`config.mk`:
```
export PLATFORM = sky130hd
export DESIGN_NAME = gray_scan_mux
export DESIGN_NICKNAME = d
export VERILOG_FILES = /design/src/rtl/gray_scan_mux.sv
export SDC_FILE = /design/constraint.sdc
export NUM_CORES = 1
export LEC_CHECK = 0
export ABC_CLOCK_PERIOD_IN_PS = 2960
export CORE_UTILIZATION = 38
export CTS_BUF_LIST = sky130_fd_sc_hd__clkbuf_8
export DETAILED_ROUTE_END_ITERATION = 8
export MAX_ROUTING_LAYER = met4
export PLACE_DENSITY = 0.81
export SLEW_MARGIN = 0
export SYNTH_ARGS = -nofsm -noshare
export SYNTH_HDL_FRONTEND = slang
export SYNTH_SLANG_ARGS = --single-unit
```
`constraint.sdc`:
```
create_clock -name clk -period 2.96 [get_ports clk]
set_input_delay 0.592 -clock clk [delete_from_list [all_inputs] [get_ports clk]]
set_output_delay 0.592 -clock clk [all_outputs]
set_load 0.02 [all_outputs]
```
`src/rtl/gray_scan_mux.sv`:
```
// gray_scan_mux: registered, handshaked NR:1 selector. Channel i is addressed
// by the Gray key i^(i>>1). In manual mode the caller supplies the key; in
// scan mode an internal counter visits channels round-robin in index order.
// The one-entry output register uses valid/ready backpressure.
//
// Ports:
//   clk        clock, all state on rising edge
//   rst        synchronous reset, active-high
//   mode       0 = manual (use sel), 1 = scan (internal counter)
//   sel        Gray-coded channel key, manual mode only
//   inputs     channel data, channel i at [DW*i +: DW]
//   in_valid   per-channel data valid
//   in_ready   per-channel accept strobe (combinational, one-hot or zero)
//   out_data   registered selected data
//   out_key    registered Gray key of the captured channel
//   out_valid  output register holds data
//   out_ready  downstream accepts out_data this cycle
//   miss       registered: manual key matched no channel
module gray_scan_mux #(
  parameter int unsigned NR = 4,
  parameter int unsigned KW = 2,
  parameter int unsigned DW = 8
) (
  input  logic             clk,
  input  logic             rst,
  input  logic             mode,
  input  logic [KW-1:0]    sel,
  input  logic [NR*DW-1:0] inputs,
  input  logic [NR-1:0]    in_valid,
  output logic [NR-1:0]    in_ready,
  output logic [DW-1:0]    out_data,
  output logic [KW-1:0]    out_key,
  output logic             out_valid,
  input  logic             out_ready,
  output logic             miss
);

  // Compare width holds both any key value and the constant NR itself.
  localparam int unsigned CW   = (KW > $clog2(NR)) ? KW : $clog2(NR);
  localparam int unsigned CMPW = CW + 1;

  logic [DW-1:0] data_q, data_d;
  logic [KW-1:0] key_q, key_d;
  logic          valid_q, valid_d;
  logic          miss_q, miss_d;
  logic [KW-1:0] idx_q, idx_d;
  logic          prev_mode_q, prev_mode_d;

  logic [KW-1:0] dec_idx;
  logic [KW-1:0] scan_idx;
  logic [KW-1:0] target;
  logic          hit;
  logic          slot_free;
  logic          load;
  logic          sel_valid;
  logic [DW-1:0] sel_data;

  // Gray to binary: bit k is the XOR of all key bits at or above k.
  always_comb begin
    dec_idx = '0;
    for (int unsigned k = 0; k < KW; k++) begin
      dec_idx[k] = ^(sel >> k);
    end
  end

  // A fresh entry into scan mode always starts at channel 0.
  assign scan_idx  = (mode && !prev_mode_q) ? '0 : idx_q;
  assign target    = mode ? scan_idx : dec_idx;
  assign hit       = CMPW'(target) < CMPW'(NR);
  assign slot_free = !valid_q || out_ready;

  // Channel data/valid mux for the current target.
  always_comb begin
    sel_valid = 1'b0;
    sel_data  = '0;
    for (int unsigned i = 0; i < NR; i++) begin
      if (target == KW'(i)) begin
        sel_valid = in_valid[i];
        sel_data  = inputs[DW*i +: DW];
      end
    end
  end

  // Nothing is accepted while reset is asserted.
  assign load = !rst && slot_free && hit && sel_valid;

  always_comb begin
    in_ready = '0;
    for (int unsigned i = 0; i < NR; i++) begin
      in_ready[i] = load && (target == KW'(i));
    end
  end

  // Next-state for the output register, miss flag and scan counter.
  always_comb begin
    data_d      = data_q;
    key_d       = key_q;
    valid_d     = valid_q;
    miss_d      = !mode && !hit;
    idx_d       = idx_q;
    prev_mode_d = mode;

    if (load) begin
      data_d  = sel_data;
      key_d   = target ^ (target >> 1);
      valid_d = 1'b1;
    end else if (slot_free) begin
      valid_d = 1'b0;
    end

    // Scan counter steps on every free slot, whether or not the channel loaded.
    if (mode) begin
      if (slot_free) begin
        idx_d = (scan_idx == KW'(NR - 1)) ? '0 : scan_idx + KW'(1);
      end else begin
        idx_d = scan_idx;
      end
    end
  end

  always_ff @(posedge clk) begin
    if (rst) begin
      data_q      <= '0;
      key_q       <= '0;
      valid_q     <= 1'b0;
      miss_q      <= 1'b0;
      idx_q       <= '0;
      prev_mode_q <= 1'b0;
    end else begin
      data_q      <= data_d;
      key_q       <= key_d;
      valid_q     <= valid_d;
      miss_q      <= miss_d;
      idx_q       <= idx_d;
      prev_mode_q <= prev_mode_d;
    end
  end

  assign out_data  = data_q;
  assign out_key   = key_q;
  assign out_valid = valid_q;
  assign miss      = miss_q;

endmodule
```
[Word-level counts from Yosys, hierarchy flattened]
Index checks and enable logic that the tools add are counted.
Operators by class
  bitwise operators: 1
  eq/ne operators: 4
  multiplexer cells: 14
  reductions and logical operators: 15
  add/sub/neg operators: 1
Operators by type and width (number)
  2-to-1 mux 8 bit: 4
  2-to-1 mux 2 bit: 4
  logical AND 1 bit: 7
  == test 2 bit, second input constant: 3
  2-to-1 mux 1 bit: 6
  parity 2 bit: 2
  zero test 1 bit: 3
  adder 2 x 1 -> 2 bit, second input constant: 1
  == test 2 x 1 -> 1 bit, second input constant: 1
  zero test 2 bit: 1
  nonzero test 2 bit: 1
  XOR 2 x 1 -> 2 bit: 1
  logical OR 1 bit: 1
Word-level totals
  output and inout port bits: 16
  bits in registers: 14
  input port bits: 42
  logic and storage cells: 40

[Depth between registers and ports, before layout]
  word-level depth: 11
  gate-level depth with buffers: 10
  depth with buffers taken out: 9

[Least setup slack after synthesis]
Ideal clock, no wire load.
  path kind: input port to output port
  start point: input port sel[1]
  end point: output port in_ready[0]
  setup slack: 138 ps
  data arrival time: 2230 ps
  required time: 2368 ps
  cell stages on the path: 8
  path buffers: 1
  path through: inv_1 -> o21ai_0 -> inv_1 -> ha_1 -> o21ai_0 -> o311ai_4 -> buf_6 -> nor2_1
On the way
  word-level cells in the longest chain between the ends: 9
  elaborated cells on any way between the ends: 13
  those cells by class: eq/ne: 3; mux: 5; reduce/logical: 5
RTL lines
  from (decl): RTL line 27  | input logic [KW-1:0] sel,
  parity 2 bit *: RTL line 62  | dec_idx[k] = ^(sel >> k);
  2-to-1 mux 2 bit *: RTL line 68  | assign target = mode ? scan_idx : dec_idx;
  named net target[1]: RTL line 51  | logic [KW-1:0] target;
  zero test 2 bit: RTL line 77, 90
  2-to-1 mux 1 bit (4 in series): RTL line 77  | if (target == KW'(i)) begin
  logical AND 1 bit: RTL line 85  | assign load = !rst && slot_free && hit && sel_valid;
  logical AND 1 bit *: RTL line 90  | in_ready[i] = load && (target == KW'(i));
  to (decl): RTL line 30  | output logic [NR-1:0] in_ready,
The timed path passes the listed nets; every way through them passes the cells marked *.

[Final worst setup path]
  start point: input port sel[0]
  end point: output port in_ready[3]
On the way
  word-level cells in the longest chain between the ends: 9
  elaborated cells on any way between the ends: 12
  those cells by class: eq/ne: 3; mux: 5; reduce/logical: 4
RTL lines (RTL line)
  parity 2 bit *: 62
  2-to-1 mux 2 bit *: 68
  zero test 2 bit: 77
  2-to-1 mux 1 bit (4 in series): 77
  logical AND 1 bit: 85
  logical AND 1 bit *: 90
Mark *: on every way between the ends. The rest lies on a longest branch, timed or not.

==> metrics.txt <==
power per cell area=373 nW/um^2; Clock Skews=1.03 ps; share of layout cells above drive strength 1=21.9%; worst skew pair latency=240 ps; Core Util, Final=73.3%; Post-Route WL=2.94 mm; peak supply drop=0.000306 V; P_leak=0.721 nW; crit-path max cell delay=320 ps; met3 Use GR=7.54%; Worst path most repeated cell=buf_4; CP bufs+invs=5; Yosys cell types=31; Die Y-Extent=52.7 um; Via-to-Cell Ratio=5.28; Initial Util=42.1%; grt met1 use=22.6%; Avg Inst Size Synth=8.87 um^2; HPWL after DPL=2.33 mm; Worst Path Required=2370 ps; Final Hold Fails=0; drt drc=0; Crit path max-delay family=buffers and inverters; Final Cycle Share=96.7%; min Tclk post-route=2860 ps; asr flop ratio synth=0%; Post-synth EDFFs=0; YS warnings=0; sequential-to-total area share from yosys stat=28.7%; die area=2770 um^2; Mapped Cells=110; Final nets=226; setup_tns=0 ps; Worst-Margin Slew=500 ps; worst-path maximum fanout=6; vias in the first global route=1,120; CTS Root Cell=clkbuf_8; final hold slack=475 ps; row count=17; synthesis-stage register bit count=14; antenna violations before repair=0; Num CTS Buffers=3; Clock Pin Slew Worst Setup and Hold Paths=50 ps; Diodes inserted=0; CTS tree=done; CP Cell Sequence=dlygate4sd2_1, xor2_1, nor2_1, a21o_1, buf_4, ha_2, buf_4, inv_6, o311ai_4, nor2_1, buf_4; Post-synth top flop=dfxtp_1; ANT nets after route=0; CP Capture Type=output port; Top Usage Layer GRT=met2; Post-Syn Nets=156; crit path max-delay cell type=o311ai_4; GP Congestion=0.781; Hold Path Class=reg2reg; grt total ovfl=0; drt wl/cell=14.3 um; final setup vio count=0; max cap viols=0; Worst slew margin=66.6%; clk sinks=14; startpoint types=input port; # H-tree levels=1; WP data arrival=2270 ps; Core Region=2320 um^2; Longest Clk Path Bufs=2; met2 GRT Util=44.5%; first-pass GRT wire length=4.67 mm; fin cells=206; TritonRoute pass-1 iters=4; die width=52.7 um; Port Buf Inserts=56; Vias=1,088; status=finished clean; Crit Path Category=in2out; placed insts=201; Tot Pwr=0.635 mW; Synth-to-Final Area Change=74.2%; cts hold-fix bufs=0; gr usage total=23.4%; # IOs=58; Mapped Area=976 um^2; 1st-iter DRT viols=8; achievable clock frequency=349 MHz; maximum number of pins on one net before global-route repair=16; Max Slew Vio Count=0
## cells in the final DEF, fill, tap and decap left out, drive strengths merged
cell type | netlist | final
clkdlybuf4s50 | 0 | 49
buf | 4 | 20
dfxtp | 14 | 14
nand2b | 11 | 11
mux2i | 9 | 9
o21a | 8 | 8
a22oi | 8 | 8
inv | 7 | 7
a221o | 7 | 7
nor2 | 6 | 6
o21ai | 5 | 5
nand2 | 4 | 4
nor2b | 4 | 4
clkbuf | 3 | 4
ha | 4 | 4
nand3 | 3 | 3
a21oi | 2 | 2
dlygate4sd2 | 0 | 2
xor2 | 1 | 1
a21o | 1 | 1
a211oi | 1 | 1
nor3 | 1 | 1
o311ai | 1 | 1
clkinv | 1 | 1
a21boi | 1 | 1
or4 | 1 | 1
mux2 | 1 | 1
a31oi | 1 | 1
conb | 1 | 1
## cell type report
cell class	count	area, um^2
Clock buffer	3	41.3
Fill cell	184	618
Inverter	8	35.0
Multi-Input combinational cell	81	644
Sequential cell	14	280
Tap cell	28	35.0
Timing Repair Buffer	72	664
## registers in the layout, indices dropped and copies added (netlist names)
| register | flops |
|---|---|
| out_data | 8 |
| idx_q | 2 |
| out_key | 2 |
| out_valid | 1 |
| prev_mode_q | 1 |
## synthesized netlist by cell type, types with 2 or more instances
cell type | instances | area [um^2]
a221o_1 | 2 | 20.0
inv_1 | 6 | 22.5
nor2_1 | 6 | 22.5
ha_1 | 4 | 50.1
nand2_1 | 4 | 15.0
nand2b_1 | 11 | 68.8
buf_6 | 2 | 22.5
a22oi_1 | 8 | 60.1
nor2b_1 | 4 | 25.0
clkbuf_1 | 3 | 11.3
a221o_2 | 5 | 56.3
mux2i_1 | 9 | 90.1
a21oi_1 | 2 | 10.0
o21ai_0 | 5 | 25.0
o21a_1 | 8 | 60.1
dfxtp_1 | 14 | 280
nand3_1 | 3 | 15.0
## metrics by stage
step	setup slack, ps	instance area, um^2
finish	96.6	1700
CTS	34.4	1700
global route	-18.7	1700
global placement	-533	1630
detailed placement	-620	1630
floorplan	138	976
## per-layer routing
layer / up-vias / wire (um)
met5: - / 0
met4: 0 / 24
met3: 2 / 170
met2: 41 / 1580
met1: 514 / 1170
li1: 531 / -
## where the power goes
group | leakage [nW] | switching, mW | internal (mW) | total [mW]
Combinational | 0.584 | 0.112 | 0.150 | 0.262
Sequential | 0.115 | 0.0112 | 0.209 | 0.220
Clock | 0.0216 | 0.0632 | 0.0899 | 0.153
## cell families after synthesis
logic type | Yosys count | share of synthesized area, %
other | 1 | 0.384
XOR/XNOR | 1 | 0.898
buffers and inverters | 15 | 8.33
AO/OA/AOI/OAI | 35 | 29.4
adder cells (fa/ha/maj) | 4 | 5.13
flip-flops | 14 | 28.7
multiplexers | 10 | 10.4
AND/OR/NAND/NOR | 30 | 16.8
## path summary, 6_finish.rpt
path | from | slack, ps | cells past startpoint | end
worst max register to register | prev_mode_q$_SDFF_PP0_ | 780 | 9 | out_key[0]$_SDFFE_PP0P_
worst max-delay path | sel[0] | 100 | 11 | in_ready[3]
worst min register to register | out_data[1]$_SDFFE_PP0P_ | 470 | 2 | out_data[1]$_SDFFE_PP0P_
worst min-delay path | out_data[1]$_SDFFE_PP0P_ | 470 | 2 | out_data[1]$_SDFFE_PP0P_
## worst min-delay path: stages (launching register included)
cell,delay [ps]
dfxtp_1,300
nand2b_1,60
mux2i_1,60
## what timing repair did
item | 4_1_cts | 5_1_grt
resized for setup | 31 | 4
setup endpoints to repair | 4 | 4
buffers inserted | 2 | 0
pin swaps | 6 | 6
Power figures use the tool's default switching activity.
